### src/rtl/salu_branch_resolve_pkg.sv
// Shared definitions for SALU branch resolution: widths, branch opcodes and
// the branch condition evaluator.
`ifndef WF_ID_LENGTH
`define WF_ID_LENGTH 6
`endif
`ifndef WF_PER_CU
`define WF_PER_CU 40
`endif

package salu_branch_resolve_pkg;
   localparam int WF_ID_LENGTH = `WF_ID_LENGTH;
   localparam int WF_PER_CU    = `WF_PER_CU;
   localparam int PC_WIDTH     = 32;

   typedef enum logic [2:0] {
      BR_ALWAYS = 3'd0,
      BR_SCC0   = 3'd1,
      BR_SCC1   = 3'd2,
      BR_VCCZ   = 3'd3,
      BR_VCCNZ  = 3'd4,
      BR_EXECZ  = 3'd5,
      BR_EXECNZ = 3'd6,
      BR_RSVD   = 3'd7
   } br_op_e;

   typedef struct packed {
      logic [WF_ID_LENGTH-1:0] wfid;
      logic                    taken;
      logic [PC_WIDTH-1:0]     tgt_pc;
      logic [PC_WIDTH-1:0]     seq_pc;
   } br_stage1_t;

   typedef struct packed {
      logic [WF_ID_LENGTH-1:0] wfid;
      logic                    taken;
      logic [PC_WIDTH-1:0]     pc;
   } br_stage2_t;

   // The reserved opcode resolves as not taken.
   function automatic logic br_cond(input logic [2:0] op, input logic scc,
                                    input logic vccz, input logic execz);
      case (op)
         BR_ALWAYS: br_cond = 1'b1;
         BR_SCC0:   br_cond = ~scc;
         BR_SCC1:   br_cond = scc;
         BR_VCCZ:   br_cond = vccz;
         BR_VCCNZ:  br_cond = ~vccz;
         BR_EXECZ:  br_cond = execz;
         BR_EXECNZ: br_cond = ~execz;
         default:   br_cond = 1'b0;
      endcase
   endfunction
endpackage

### src/rtl/decoder_6b_40b_en.sv
// One-hot decoder from a 6-bit wavefront id to a 40-bit mask, gated by en.
module decoder_6b_40b_en (
   input  logic [5:0]  addr_in,
   input  logic        en,
   output logic [39:0] out
);
   always_comb begin
      out = '0;
      for (int i = 0; i < 40; i++) begin
         out[i] = en && (addr_in == 6'(i));
      end
   end
endmodule

### src/rtl/dff.sv
// Generic register cell with synchronous active-high reset to zero.
module dff #(
   parameter int W = 1
) (
   input  logic         clk,
   input  logic         rst,
   input  logic [W-1:0] d,
   output logic [W-1:0] q
);
   always_ff @(posedge clk) begin
      if (rst) q <= '0;
      else     q <= d;
   end
endmodule

### src/rtl/salu_branch_resolve.sv
// Two-stage SALU branch resolver: evaluates the condition, picks the next PC
// and pulses the result to fetch/issue while tracking in-flight wavefronts.
module salu_branch_resolve
   import salu_branch_resolve_pkg::*;
(
   input  logic                    clk,
   input  logic                    rst,
   input  logic                    issue_branch_valid,
   input  logic [WF_ID_LENGTH-1:0] issue_wfid,
   input  logic [2:0]              issue_br_op,
   input  logic [PC_WIDTH-1:0]     issue_pc,
   input  logic [15:0]             issue_simm16,
   input  logic                    issue_scc,
   input  logic                    issue_vccz,
   input  logic                    issue_execz,
   output logic                    f_salu_branch_en,
   output logic [WF_ID_LENGTH-1:0] f_salu_branch_wfid,
   output logic                    f_salu_branch_taken,
   output logic [PC_WIDTH-1:0]     f_salu_branch_pc,
   output logic [WF_PER_CU-1:0]    inflight_arry,
   output logic                    err_double_branch
);
   logic                       accept;
   logic signed [PC_WIDTH-1:0] offset;
   logic                       vld_p1_d, vld_p1_q, vld_p2_d, vld_p2_q;
   br_stage1_t                 br_p1_d, br_p1_q;
   br_stage2_t                 br_p2_d, br_p2_q;
   logic [WF_PER_CU-1:0]       set_mask, clr_mask;
   logic [WF_PER_CU-1:0]       inflight_d, inflight_q;
   logic                       err_d, err_q;

   assign accept = issue_branch_valid && !rst;

   // Stage 1: condition result and both candidate PCs
   always_comb begin
      offset         = {{(PC_WIDTH-18){issue_simm16[15]}}, issue_simm16, 2'b00};
      vld_p1_d       = accept;
      br_p1_d.wfid   = issue_wfid;
      br_p1_d.taken  = br_cond(issue_br_op, issue_scc, issue_vccz, issue_execz);
      br_p1_d.seq_pc = issue_pc + PC_WIDTH'(4);
      br_p1_d.tgt_pc = issue_pc + PC_WIDTH'(4) + $unsigned(offset);
   end

   dff #(.W(1))                  u_vld_p1 (.clk(clk), .rst(rst), .d(vld_p1_d), .q(vld_p1_q));
   dff #(.W($bits(br_stage1_t))) u_br_p1  (.clk(clk), .rst(rst), .d(br_p1_d),  .q(br_p1_q));

   // Stage 2: selected next PC and the resolution pulse
   always_comb begin
      vld_p2_d      = vld_p1_q;
      br_p2_d.wfid  = br_p1_q.wfid;
      br_p2_d.taken = br_p1_q.taken;
      br_p2_d.pc    = br_p1_q.taken ? br_p1_q.tgt_pc : br_p1_q.seq_pc;
   end

   dff #(.W(1))                  u_vld_p2 (.clk(clk), .rst(rst), .d(vld_p2_d), .q(vld_p2_q));
   dff #(.W($bits(br_stage2_t))) u_br_p2  (.clk(clk), .rst(rst), .d(br_p2_d),  .q(br_p2_q));

   decoder_6b_40b_en u_set_dec (.addr_in(issue_wfid),   .en(accept),   .out(set_mask));
   decoder_6b_40b_en u_clr_dec (.addr_in(br_p2_q.wfid), .en(vld_p2_q), .out(clr_mask));

   // A new accept beats the clear of an older branch for the same wavefront.
   always_comb begin
      inflight_d = (inflight_q & ~clr_mask) | set_mask;
      err_d      = err_q;
      if (accept && ((|(set_mask & inflight_q & ~clr_mask)) || (issue_br_op == BR_RSVD))) begin
         err_d = 1'b1;
      end
   end

   always_ff @(posedge clk) begin
      if (rst) begin
         inflight_q <= '0;
         err_q      <= 1'b0;
      end else begin
         inflight_q <= inflight_d;
         err_q      <= err_d;
      end
   end

   assign f_salu_branch_en    = vld_p2_q;
   assign f_salu_branch_wfid  = br_p2_q.wfid;
   assign f_salu_branch_taken = br_p2_q.taken;
   assign f_salu_branch_pc    = br_p2_q.pc;
   assign inflight_arry       = inflight_q;
   assign err_double_branch   = err_q;
endmodule

### config.mk
export PLATFORM = sky130hd
export DESIGN_NAME = salu_branch_resolve
export DESIGN_NICKNAME = d
export VERILOG_FILES = /design/src/rtl/salu_branch_resolve_pkg.sv /design/src/rtl/decoder_6b_40b_en.sv /design/src/rtl/dff.sv /design/src/rtl/salu_branch_resolve.sv
export SDC_FILE = /design/constraint.sdc
export NUM_CORES = 1
export LEC_CHECK = 0
export BUFFER_PORTS_ARGS = -buffer_cell sky130_fd_sc_hd__buf_2
export CORE_MARGIN = 2
export CORE_UTILIZATION = 56
export CTS_BUF_LIST = sky130_fd_sc_hd__clkbuf_8 sky130_fd_sc_hd__clkbuf_16
export CTS_CLUSTER_DIAMETER = 40
export DETAILED_ROUTE_END_ITERATION = 12
export GPL_ROUTABILITY_DRIVEN = 0
export PLACE_DENSITY = 0.86
export SLEW_MARGIN = 20
export SYNTH_ARGS = -nofsm -noshare
export SYNTH_HDL_FRONTEND = slang
export SYNTH_SLANG_ARGS = --single-unit
### constraint.sdc
create_clock -name clk -period 3.6 [get_ports clk]
set_input_delay 0 -clock clk [delete_from_list [all_inputs] [get_ports clk]]
set_output_delay 0 -clock clk [all_outputs]
set_load 0.01 [all_outputs]
# Word-level counts from Yosys, hierarchy flattened
# Cells that the tools add are included.
# W data, S select, Z words.
# word_totals
reg_bits	153
out_inout_bits	81
elab_cells	191
# op_classes
n_addsub	2
eq_ne	85
muxes	2
bitwise_logic	8
reduce_logical	88
# op_table
operator	n
$eq A6 B5 Y1 const B	32
$and A40 B40 Y40	3
$eq A6 B4 Y1 const B	16
$eq A6 B6 Y1 const B	16
$logic_and A1 B1 Y1	82
$eq A6 B3 Y1 const B	8
$not A40 Y40	1
$or A40 B40 Y40	1
$reduce_or A40 Y1	1
$add A32 B3 Y32 const B	1
$add A32 B32 Y32	1
$mux W32	1
$eq A6 B2 Y1 const B	4
$eq A3 B3 Y1 const B	4
$eq A6 B1 Y1 const B	2
$logic_not A6 Y1	2
$pmux W1 S7	1
$eq A3 B2 Y1 const B	2
$eq A3 B1 Y1 const B	1
$logic_not A3 Y1	1
$not A1 Y1	3
$logic_not A1 Y1	1
$logic_or A1 B1 Y1	1

# Longest topological paths before layout
# Gate-level depths: netlist of the first run.
# logic_depth
word_depth	8
ltp_mapped	15
mapped_depth_nobuf	15

# Cells and area by module
# Synthesis of the first run repeated with hierarchy kept, for this count alone.
# unflattened
hier_cells	871
hier_area_um2	7757.4
# by_module_without_submodules
mod	n_inst	cells_each	area_each_um2
salu_branch_resolve	1	506	3941.3
dff at u_br_p1	1	149	1900.6
dff at u_br_p2	1	82	1074.8
decoder_6b_40b_en	2	65	386.6
dff at u_vld_p1 ...	2	2	33.8

# Least setup slack after synthesis of the first run
# Ideal clock, no wire load.
# synth_timing
kind	in2reg
startpoint	input issue_pc[2]
endpoint	register u_br_p1.q[63]
setup_time_ns	0.069
arrival_ns	2.806
setup_slack_ns	0.725
cell_stages	14
n_path_buf	0
cell_sequence	ha_1 -> nand3_1 -> or3_1 -> nor3_4 -> nand3_1 -> xnor2_1 -> ha_1 -> nand2_1 -> o21ai_1 -> a211oi_1 -> a22oi_1 -> a31oi_1 -> or4_1 -> o21ai_1
# synth_lines
item	line	rtl
start: declaration	salu_branch_resolve.sv:11	input logic [PC_WIDTH-1:0] issue_pc,
end signal: assignment	dff.sv:11	if (rst) q <= '0;
end signal: assignment	dff.sv:12	else q <= d;
end: declaration	dff.sv:8	output logic [W-1:0] q

==> results.ini, run 1 <==
[run_status]
outcome=complete, no violations

[clock_network]
clk_path_buf_depth=2
tritoncts=yes
root_buffer=sky130_fd_sc_hd__clkbuf_16
cts-htree-levels=4
worstSkewPairLatency_ps=420
clkSlewWorstSetupHoldPaths_ps=60
clock-sinks=151
numCtsBuffers=17

[synthesis]
register_bit_count_reported_by_yosys=151
synth-warning-count=0
synth_cells=878
synth_edf_count=0
async_set_or_reset_register_ratio_after_synthesis=0
yosys.cell_types.count=66
top_area_cells_in_the_synthesized_netlist=sky130_fd_sc_hd__dfxtp_1 41%, sky130_fd_sc_hd__ha_1 5.5%, sky130_fd_sc_hd__nor2b_1 5.1%
synth_sequential_area_ratio=0.4060
synth_top_cell_by_area=sky130_fd_sc_hd__dfxtp_1
synth_largest_type_area_fraction=0.4060
synthFlopType=sky130_fd_sc_hd__dfxtp_1
synth_fp_nets=975
mappedNetlistArea_um2=7446
syn-mean-instance-area_um2=8.481
synth.top_cells.by_count=151 x sky130_fd_sc_hd__dfxtp_1, 92 x sky130_fd_sc_hd__nor2_1, 83 x sky130_fd_sc_hd__nand2_1
synth.most_common_cell=sky130_fd_sc_hd__dfxtp_1

[place]
placement.cell_area_um2=8264
dp.final_hpwl_um=13230
port-buffer-count=143
dp_slack_ps=242.1

[grt]
grt_pass1_wl_um=32090
grt_use_total=0.2802
antenna_violations_before_repair=0
grt_start_max_net_pins=81
grt_pass1_vias=6773
globalRouteOverflowTotal=0

[critical_path]
critical_path_buf_inv_count=2
criticalPathCategory=primary input to flop
critical_path.top_delay_family=simple AND/OR/NAND/NOR gates
path_cells=dlygate4sd3_1 -> buf_2 -> and4_1 -> nand4_1 -> or2_4 -> nor2_1 -> xor2_1 -> ha_1 -> a21oi_1 -> or3b_4 -> o21ai_4 -> o311ai_2 -> o32a_1 -> mux2_4
reg2reg_from=u_br_p2.q[34]
setup.worst_path.start_class=primary input
crit_path_max_fanout=6
setup.worst_path.start=issue_pc[5]
timing.critical_path.slowest_cell_delay_ps=530
worst-endpoint-required_ps=3910
worstSetupEndpointType=flop
critical_path_arrival_ps=3780
worst_path_max_delay_cell=sky130_fd_sc_hd__dlygate4sd3_1

[power]
swShare=0.2494
switching_power_mw=1.098
power.leakage_nw=3.980
share_seq_of_total_power=0.415
power_report.internal_total_mw=3.303
power.ir.vdd_worst_uv=314.1
power-per-cell-area_nw_per_um2=473.7
clock_power_share=0.429
combPwrFrac=0.155

[die]
floorplan.initialDensity=0.5668
die-width_um=119.3
core.rowCount=42
fp.coreArea_um2=13140
die_height_um=119.3
die_area_um2=14230
ioPinCount=144

[layout]
nets=1137
diodes=0
area_overhead_of_the_layout_relative_to_synthesis_pct=24.75
final_design_area_no_fill_um2=9289
layout-drive-gt1-share=0.1914

[sta]
clock-skew-final_ps=4.648
tightest_slew_ps=1063
timing.final.crit_period_ps=3469
relSlewSlack=0.2916
setup-violations-final=0
post-route-period-util=0.9635
hold_slack_ps=9.280
final.setup.worst_slack_ps=131.4
slew_viol_final=0
max_freq_mhz=288.3
final_hold_viol_count=0
unrepaired_setup_endpoints_after_global_routing=yes

[routing]
drtAntennaViolNets=0
wirelength_um=20080
drt_drc_violations_left=0
drt-wirelength-per-cell_um=16.38
detailedRoute.firstPassIterationCount=6
drt_iter0_drc=892
dr_total_vias=7195
vias_per_cell=5.869

[worst_hold_path]
worstHoldStart=issue_simm16[1]
timing.hold.worst.class=primary input to flop

[run]
drv_cap=0

-- worst paths after layout --
check | end | slack, ps | cells past startpoint
max | u_br_p1.q[60] | 130 | 14
min | u_br_p1.q[35] | 9 | 3
min reg2reg | u_br_p2.q[0] | 430 | 1
max reg2reg | err_double_branch | 1100 | 7
-- registers in the layout, indices dropped and copies added, names as in the netlist --
name and cells:
err_double_branch 1, inflight_arry 40, u_vld_p1.q 1, u_vld_p2.q 1, u_br_p1.q 69, u_br_p2.q 39
-- stage by stage --
stage / utilization / std cells / setup TNS, ps / power (mW)
2_1_floorplan: - / 878 / 0 / 2.291
3_3_place_gp: 0.6290 / 1160 / 0 / 2.466
3_5_place_dp: 0.6290 / 1160 / 0 / 2.481
4_1_cts: 0.7046 / 1226 / 0 / 4.386
5_1_grt: 0.7070 / 1226 / -154.1 / 4.569
6_report: 0.7070 / 1226 / 0 / 4.400
-- placed cells by master (no fill, tap or decap), types with 3 or more instances in the layout --
| cell type | synthesis | final |
|---|---|---|
| sky130_fd_sc_hd__nor4_1 | 4 | 4 |
| sky130_fd_sc_hd__o21ai_0 | 57 | 57 |
| sky130_fd_sc_hd__a211oi_1 | 5 | 4 |
| sky130_fd_sc_hd__nor3_1 | 15 | 15 |
| sky130_fd_sc_hd__nand2b_1 | 12 | 12 |
| sky130_fd_sc_hd__nand4_1 | 8 | 8 |
| sky130_fd_sc_hd__bufinv_16 | 0 | 5 |
| sky130_fd_sc_hd__mux2_2 | 3 | 3 |
| sky130_fd_sc_hd__inv_1 | 16 | 17 |
| sky130_fd_sc_hd__buf_4 | 0 | 6 |
| sky130_fd_sc_hd__mux2i_1 | 35 | 35 |
| sky130_fd_sc_hd__nand3_1 | 27 | 26 |
| sky130_fd_sc_hd__a21o_1 | 11 | 11 |
| sky130_fd_sc_hd__a21oi_1 | 68 | 68 |
| sky130_fd_sc_hd__o22ai_1 | 10 | 10 |
| sky130_fd_sc_hd__clkinv_2 | 0 | 4 |
| sky130_fd_sc_hd__a31oi_1 | 10 | 10 |
| sky130_fd_sc_hd__nand3b_1 | 3 | 3 |
| sky130_fd_sc_hd__and3_1 | 8 | 8 |
| sky130_fd_sc_hd__o21a_1 | 5 | 5 |
| sky130_fd_sc_hd__nor2b_1 | 61 | 61 |
| sky130_fd_sc_hd__ha_1 | 33 | 32 |
| sky130_fd_sc_hd__dfxtp_1 | 151 | 150 |
| sky130_fd_sc_hd__dlygate4sd3_1 | 0 | 37 |
| sky130_fd_sc_hd__o21bai_1 | 8 | 8 |
| sky130_fd_sc_hd__xnor2_1 | 31 | 31 |
| sky130_fd_sc_hd__buf_2 | 1 | 142 |
| sky130_fd_sc_hd__nand2_1 | 83 | 83 |
| sky130_fd_sc_hd__or2_2 | 3 | 3 |
| sky130_fd_sc_hd__o21ai_1 | 7 | 7 |
| sky130_fd_sc_hd__clkbuf_16 | 0 | 17 |
| sky130_fd_sc_hd__xor2_1 | 20 | 20 |
| sky130_fd_sc_hd__nor2_1 | 92 | 92 |
| sky130_fd_sc_hd__nor3b_1 | 5 | 5 |
-- repair_timing --
| action | CTS | global route |
|---|---|---|
| endpoints found under the hold margin | 55 | 0 |
| endpoints found under the setup margin | 0 | 6 |
| buffers inserted | 0 | 0 |
| gates resized for setup | 0 | 7 |
| hold buffers | 37 | 0 |
-- tightest hold or removal path, cell delays in order --
cell	delay (ps)
sky130_fd_sc_hd__buf_2	120
sky130_fd_sc_hd__fa_1	160
sky130_fd_sc_hd__nor2b_1	110
-- routing by layer --
metal  global-route usage  up-vias  routed length [um]  part of all wire
met5                    0        -                   0                 0
met4               0.1493        0                 907             0.045
met3              0.07232      108                1938             0.097
met2               0.4580      448                9324              0.46
met1               0.3387     3261                7908              0.39
li1                     -     3378                   -                 -
-- cell families after synthesis --
group,count (synthesis),share of synthesized area
buffers and inverters,59,0.02991
xor gates and xnor gates,51,0.05999
AOI/OAI and AO/OA,201,0.1600
and+or+nand+nor,341,0.2294
DFF,151,0.4060
adders and majority gates,34,0.05814
muxes,41,0.05663
-- area by class of cell --
cell class	instances	area, um2
Clock buffer	18	439.2
Clock inverter	11	182.7
Multi-Input combinational cell	668	4233
Tap cell	176	220.2
Sequential cell	151	3024
Timing Repair Buffer	185	1126
Inverter	17	63.81
Fill cell	970	3849
-- power groups by stage --
stage	Combinational [mW]	Clock, mW	Sequential [mW]
floorplan	0.439	0	1.85
global placement	0.608	0	1.86
detailed placement	0.619	0	1.86
CTS	0.659	1.90	1.83
global route	0.745	1.99	1.84
finish	0.684	1.89	1.83
No activity file was read; power rests on OpenSTA's default activity.
==> run 2, diff against run 1 <==
- CELL_PAD_IN_SITES_DETAIL_PLACEMENT: not set -> 2
- CELL_PAD_IN_SITES_GLOBAL_PLACEMENT: not set -> 2
- CORE_UTILIZATION: 56 -> 33
- PLACE_DENSITY: 0.86 -> 0.85
==> run 2 against run 1 <==
  * Register-to-register slack worse by 190 ps
  * Largest cell class unchanged
  * Via count down 0.85%
  * Largest power group is now registers
  * Flip-flop and latch count unchanged
==> results.ini, run 2 (same netlist as run 1, synthesis figures left out) <==
[run_status]
outcome=complete, no violations

[clock_network]
worstSkewPairLatency_ps=430  ; about the same
tritoncts=yes
root_buffer=sky130_fd_sc_hd__clkbuf_16
clock-sinks=151  ; unchanged
numCtsBuffers=17  ; unchanged
clkSlewWorstSetupHoldPaths_ps=70  ; about the same
clk_path_buf_depth=2  ; unchanged
cts-htree-levels=4  ; unchanged

[sta]
fin_setup_tns_ps=0  ; unchanged
final.setup.worst_slack_ps=91.06  ; -40.33 ps
clock-skew-final_ps=11.27  ; +6.620 ps
timing.final.crit_period_ps=3509  ; +40.33 ps
relSlewSlack=0.4172  ; +0.1255
tightest_slew_ps=874.3  ; -188.3 ps
post-route-period-util=0.9747  ; +0.01120
max_freq_mhz=285.0  ; -1.1%
slew_viol_final=0  ; unchanged
hold_slack_ps=9.509  ; +0.2287 ps
setup-violations-final=0  ; unchanged
final_hold_viol_count=0  ; unchanged

[critical_path]
criticalPathCategory=primary input to flop
setup.worst_path.start_class=primary input
critical_path_arrival_ps=3820  ; +40 ps
worstSetupEndpointType=flop
worst-endpoint-required_ps=3910  ; about the same
crit_path_max_fanout=6  ; unchanged

[grt]
globalRouteOverflowTotal=0  ; unchanged
antenna_violations_before_repair=2  ; +2
grt_start_max_net_pins=85  ; +4.9%
grt_pass1_vias=7885  ; +16%
grt_pass1_wl_um=43350  ; +35%
grt_use_total=0.2314  ; -0.04879

[routing]
drt_iter0_drc=331  ; -63%
vias_per_cell=5.348  ; -8.9%
dr_total_vias=7134  ; -0.85%
wirelength_um=27770  ; +38%
drt-wirelength-per-cell_um=20.81  ; +27%
drtAntennaViolNets=0  ; unchanged
detailedRoute.firstPassIterationCount=4  ; -2
drt_drc_violations_left=0  ; unchanged

[layout]
layout.cells.most_common=sky130_fd_sc_hd__dfxtp_1
area_overhead_of_the_layout_relative_to_synthesis_pct=26.20
fillerInstances=2466  ; +150%
nets=1137  ; unchanged
top_register=u_br_p1.q
layout-drive-gt1-share=0.1994  ; +0.008002
final_cell_mix=150 x sky130_fd_sc_hd__dfxtp_1, 142 x sky130_fd_sc_hd__buf_2, 92 x sky130_fd_sc_hd__nor2_1
largest_register_ffs=69  ; unchanged
layoutNonFillerInstCount=1334  ; +8.8%

[die]
core.rowCount=54  ; +29%
floorplan.initialDensity=0.3391  ; -0.2277
ioPinCount=144  ; unchanged
die_height_um=154.2  ; +29%
fp.coreArea_um2=21960  ; +67%
die_area_um2=23780  ; +67%
die-width_um=154.2  ; +29%

[worst_hold_path]
timing.hold.worst.class=primary input to flop

[power]
power.leakage_nw=3.957  ; -0.57%
power.ir.vdd_worst_uv=330.1  ; +5.1%
power-per-cell-area_nw_per_um2=467.6  ; -1.3%
total_power_mw=4.394  ; -0.15%

[place]
cells_after_dpl=1267  ; +9.2%
port-buffer-count=143  ; unchanged
dp_slack_ps=-43.26  ; -285.3 ps
dp.final_hpwl_um=19110  ; +45%

[run]
drv_cap=0  ; unchanged

run 2: cell types whose count changed in the layout (fill, tap and decap cells not counted), moves of 2 or more:
cell                            change
sky130_fd_sc_hd__buf_4              +6
sky130_fd_sc_hd__clkinv_4           +2
sky130_fd_sc_hd__inv_6              +5
sky130_fd_sc_hd__bufinv_16          -3
sky130_fd_sc_hd__clkinv_2           -4
sky130_fd_sc_hd__clkinvlp_4         +3
sky130_fd_sc_hd__dlygate4sd3_1      -6
run 2: layout make-up:
cell class | instances | area (um2) | area share
multi-input combinational | 668 | 4249 | 0.4522
sequential | 151 | 3027 | 0.3221
clock inverter | 15 | 167.7 | 0.01784
tap | 280 | 350.3 | 0.03728
antenna | 1 | 2.502 | 0.0002663
inverter | 17 | 63.81 | 0.006791
clock buffer | 17 | 425.4 | 0.04527
timing repair buffer | 185 | 1111 | 0.1182
run 2: final timing paths:
path | to | slack, ps | from | depth (start not counted)
worst max-delay path | u_br_p1.q[62] | 90 | issue_pc[7] | 14
worst min-delay path | u_br_p1.q[21] | 10 | issue_pc[21] | 3
worst max register to register | err_double_branch | 910 | u_br_p2.q[38] | 7
worst min register to register | u_br_p2.q[1] | 440 | u_br_p1.q[33] | 1
run 2: report_power, final:
part	switching [mW]	leakage [nW]	internal, mW
clock network	0.791	0.285	1.04
logic	0.434	2.43	0.302
registers	0.0547	1.24	1.77
run 2: stage by stage:
step | area, um2 | util
floorplan | 7446 | -
finish | 9397 | 0.4279
global route | 9394 | 0.4278
CTS | 9320 | 0.4244
global placement | 8417 | 0.3833
detailed placement | 8417 | 0.3833
run 2: what timing repair did:
action,in CTS,in global routing
setup endpoints to repair,0,6
setup buffers,0,3
hold endpoints to repair,28,0
resized for setup,0,9
hold buffers,31,0
run 2: critical path: stages:
cell	delay (ps)
sky130_fd_sc_hd__dlygate4sd3_1	530
sky130_fd_sc_hd__buf_2	160
sky130_fd_sc_hd__and4_1	230
sky130_fd_sc_hd__nand4_1	190
sky130_fd_sc_hd__or2_4	340
sky130_fd_sc_hd__nor2_1	140
sky130_fd_sc_hd__xor2_1	310
sky130_fd_sc_hd__ha_4	290
sky130_fd_sc_hd__a21oi_2	150
sky130_fd_sc_hd__or3b_4	410
sky130_fd_sc_hd__o21ai_4	270
sky130_fd_sc_hd__o21ai_1	130
sky130_fd_sc_hd__a221oi_2	330
sky130_fd_sc_hd__mux2_1	350
run 2: per-layer routing:
| layer | global-route usage | vias to the layer above | part of all wire |
|---|---|---|---|
| li1 | - | 3372 | - |
| met1 | 0.2882 | 3511 | 0.43 |
| met2 | 0.4008 | 196 | 0.49 |
| met3 | 0.03951 | 53 | 0.044 |
| met4 | 0.08767 | 2 | 0.031 |
| met5 | 0 | - | 0.00047 |
==> run 3, diff against run 2 <==
- SETUP_SLACK_MARGIN: not set -> 0.5
==> run 3 against run 2 <==
  * Core utilization is 0.55 points higher
  * Global-route usage up 0.45 points
  * Largest power group is now the clock network
  * Die area unchanged
  * Worst hold slack improved by 1.9 ps
  * Clock skew up 1.8 ps
==> results.ini, run 3 (same netlist as run 1, synthesis figures left out) <==
[die]
ioPinCount=144  ; unchanged
fp.coreArea_um2=21960  ; unchanged
die_area_um2=23780  ; unchanged
floorplan.initialDensity=0.3391  ; unchanged
core.rowCount=54  ; unchanged
die_height_um=154.2  ; unchanged
die-width_um=154.2  ; unchanged

[clock_network]
numCtsBuffers=17  ; unchanged
clk_path_buf_depth=2  ; unchanged
clock-sinks=151  ; unchanged
worstSkewPairLatency_ps=430  ; about the same
cts-htree-levels=4  ; unchanged
root_buffer=sky130_fd_sc_hd__clkbuf_16
tritoncts=yes
clkSlewWorstSetupHoldPaths_ps=70  ; about the same

[place]
dp.final_hpwl_um=19110  ; unchanged
port-buffer-count=143  ; unchanged

[sta]
timing.final.crit_period_ps=3098  ; -410.8 ps
max_freq_mhz=322.8  ; +13%
post-route-period-util=0.8606  ; -0.1141
final_hold_viol_count=0  ; unchanged
setup-violations-final=0  ; unchanged
tightest_slew_ps=889.1  ; +14.79 ps
relSlewSlack=0.4073  ; -0.009860
clock-skew-final_ps=13.10  ; +1.830 ps
unrepaired_setup_endpoints_after_global_routing=yes
slew_viol_final=0  ; unchanged

[power]
power.ir.vdd_worst_uv=332.7  ; +0.79%
power_report.internal_total_mw=3.126  ; +0.39%
power-per-cell-area_nw_per_um2=465.3  ; -0.48%
share_seq_of_total_power=0.412  ; -0.004
clock_power_share=0.414  ; -0.002
switching_power_mw=1.303  ; +1.8%
swShare=0.2941  ; +0.002933
combPwrFrac=0.174  ; +0.006
total_power_mw=4.429  ; +0.80%
power.leakage_nw=3.993  ; +0.90%

[layout]
nets=1140  ; +0.26%
top_register=u_br_p1.q
register_area_um2=3024  ; about the same
fillerInstances=2459  ; -0.28%
final_util=0.4334  ; +0.005527
layout-drive-gt1-share=0.2197  ; +0.02027
layout.cells.most_common=sky130_fd_sc_hd__dfxtp_1
final_cell_mix=150 x sky130_fd_sc_hd__dfxtp_1, 142 x sky130_fd_sc_hd__buf_2, 90 x sky130_fd_sc_hd__nor2_1
area_overhead_of_the_layout_relative_to_synthesis_pct=27.83
largest_register_ffs=69  ; unchanged
multi_input_gate_area_in_the_final_layout_um2=4330  ; +1.9%

[routing]
dr_total_vias=7258  ; +1.7%
drt-wirelength-per-cell_um=21.55  ; +3.6%
wirelength_um=28820  ; +3.8%
drt_drc_violations_left=0  ; unchanged
detailedRoute.firstPassIterationCount=4  ; unchanged
drt_iter0_drc=366  ; +11%
drtAntennaViolNets=0  ; unchanged
vias_per_cell=5.429  ; +1.5%

[critical_path]
criticalPathCategory=primary input to flop
worstSetupEndpointType=flop
setup.worst_path.start_class=primary input
crit_path_max_fanout=7  ; +1
critical_path_arrival_ps=3370  ; -450 ps
worst-endpoint-required_ps=3880  ; -30 ps

[worst_hold_path]
timing.hold.worst.class=primary input to flop

[grt]
globalRouteOverflowTotal=0  ; unchanged
grt_use_total=0.2359  ; +0.004545
grt_pass1_vias=7924  ; +0.49%
grt_start_max_net_pins=85  ; unchanged
grt_pass1_wl_um=44120  ; +1.8%
antenna_violations_before_repair=1  ; -1

[run]
drv_cap=0  ; unchanged

[run_status]
outcome=complete, no violations

==> run 3: final cells by class <==
class	instances	share of cell area
diodes	1	0.0002629
clock buffers	17	0.04470
clock inverters	15	0.01762
inverters	17	0.006704
multi-input cells	668	0.4550
flip-flops and latches	151	0.3177
well taps	280	0.03681
repair buffers	188	0.1212
==> run 3: per-layer routing <==
layer,share of wire,vias to the layer above,global-route usage
met5,0,-,0
met3,0.038,53,0.04007
li1,-,3380,-
met2,0.49,184,0.4108
met4,0.029,0,0.08812
met1,0.44,3641,0.2927
==> run 3: through the flow <==
step	hold slack (ps)	instance area (um2)	setup WS (ps)	cells	TNS, ps
final	11.40	9518	501.8	1337	0
after global placement	226.5	8417	205.1	1267	0
after floorplan	72.38	7446	725.2	878	0
after detailed placement	245.3	8417	-43.26	1267	-43.26
after global routing	28.92	9515	372.9	1336	0
after CTS	6.415	9344	531.6	1332	0
==> run 3: worst max-delay path: stages <==
cell,delay [ps]
sky130_fd_sc_hd__buf_2,120
sky130_fd_sc_hd__ha_1,210
sky130_fd_sc_hd__nand3_2,170
sky130_fd_sc_hd__or3_4,460
sky130_fd_sc_hd__nor3_4,200
sky130_fd_sc_hd__nand3_1,190
sky130_fd_sc_hd__xnor2_2,220
sky130_fd_sc_hd__ha_2,370
sky130_fd_sc_hd__a21oi_2,210
sky130_fd_sc_hd__o21ai_2,90
sky130_fd_sc_hd__a211oi_2,310
sky130_fd_sc_hd__o2111ai_1,250
sky130_fd_sc_hd__a31oi_1,300
sky130_fd_sc_hd__xor2_1,200
sky130_fd_sc_hd__nor2_1,60
==> run 3: what timing repair did <==
item | in CTS | in global routing
resized for setup | 2 | 27
pin swaps | 2 | 4
hold buffers | 31 | 0
endpoints found under the hold margin | 28 | 0
endpoints found under the setup margin | 4 | 10
buffers inserted | 2 | 3
==> run 3: power by group through the flow <==
stage | clock network, mW | registers, mW | logic [mW]
floorplan | 0 | 1.85 | 0.439
global placement | 0 | 1.86 | 0.647
detailed placement | 0 | 1.87 | 0.669
CTS | 1.87 | 1.83 | 0.715
global route | 1.95 | 1.83 | 0.840
finish | 1.83 | 1.82 | 0.771
==> run 3: worst paths after layout <==
path | startpoint | endpoint | slack, ps | cells past startpoint
worst max-delay path | issue_pc[2] | u_br_p1.q[59] | 500 | 15
worst min-delay path | issue_simm16[1] | u_br_p1.q[35] | 10 | 3
worst max register to register | u_br_p2.q[38] | err_double_branch | 880 | 7
worst min register to register | u_br_p1.q[33] | u_br_p2.q[1] | 440 | 1
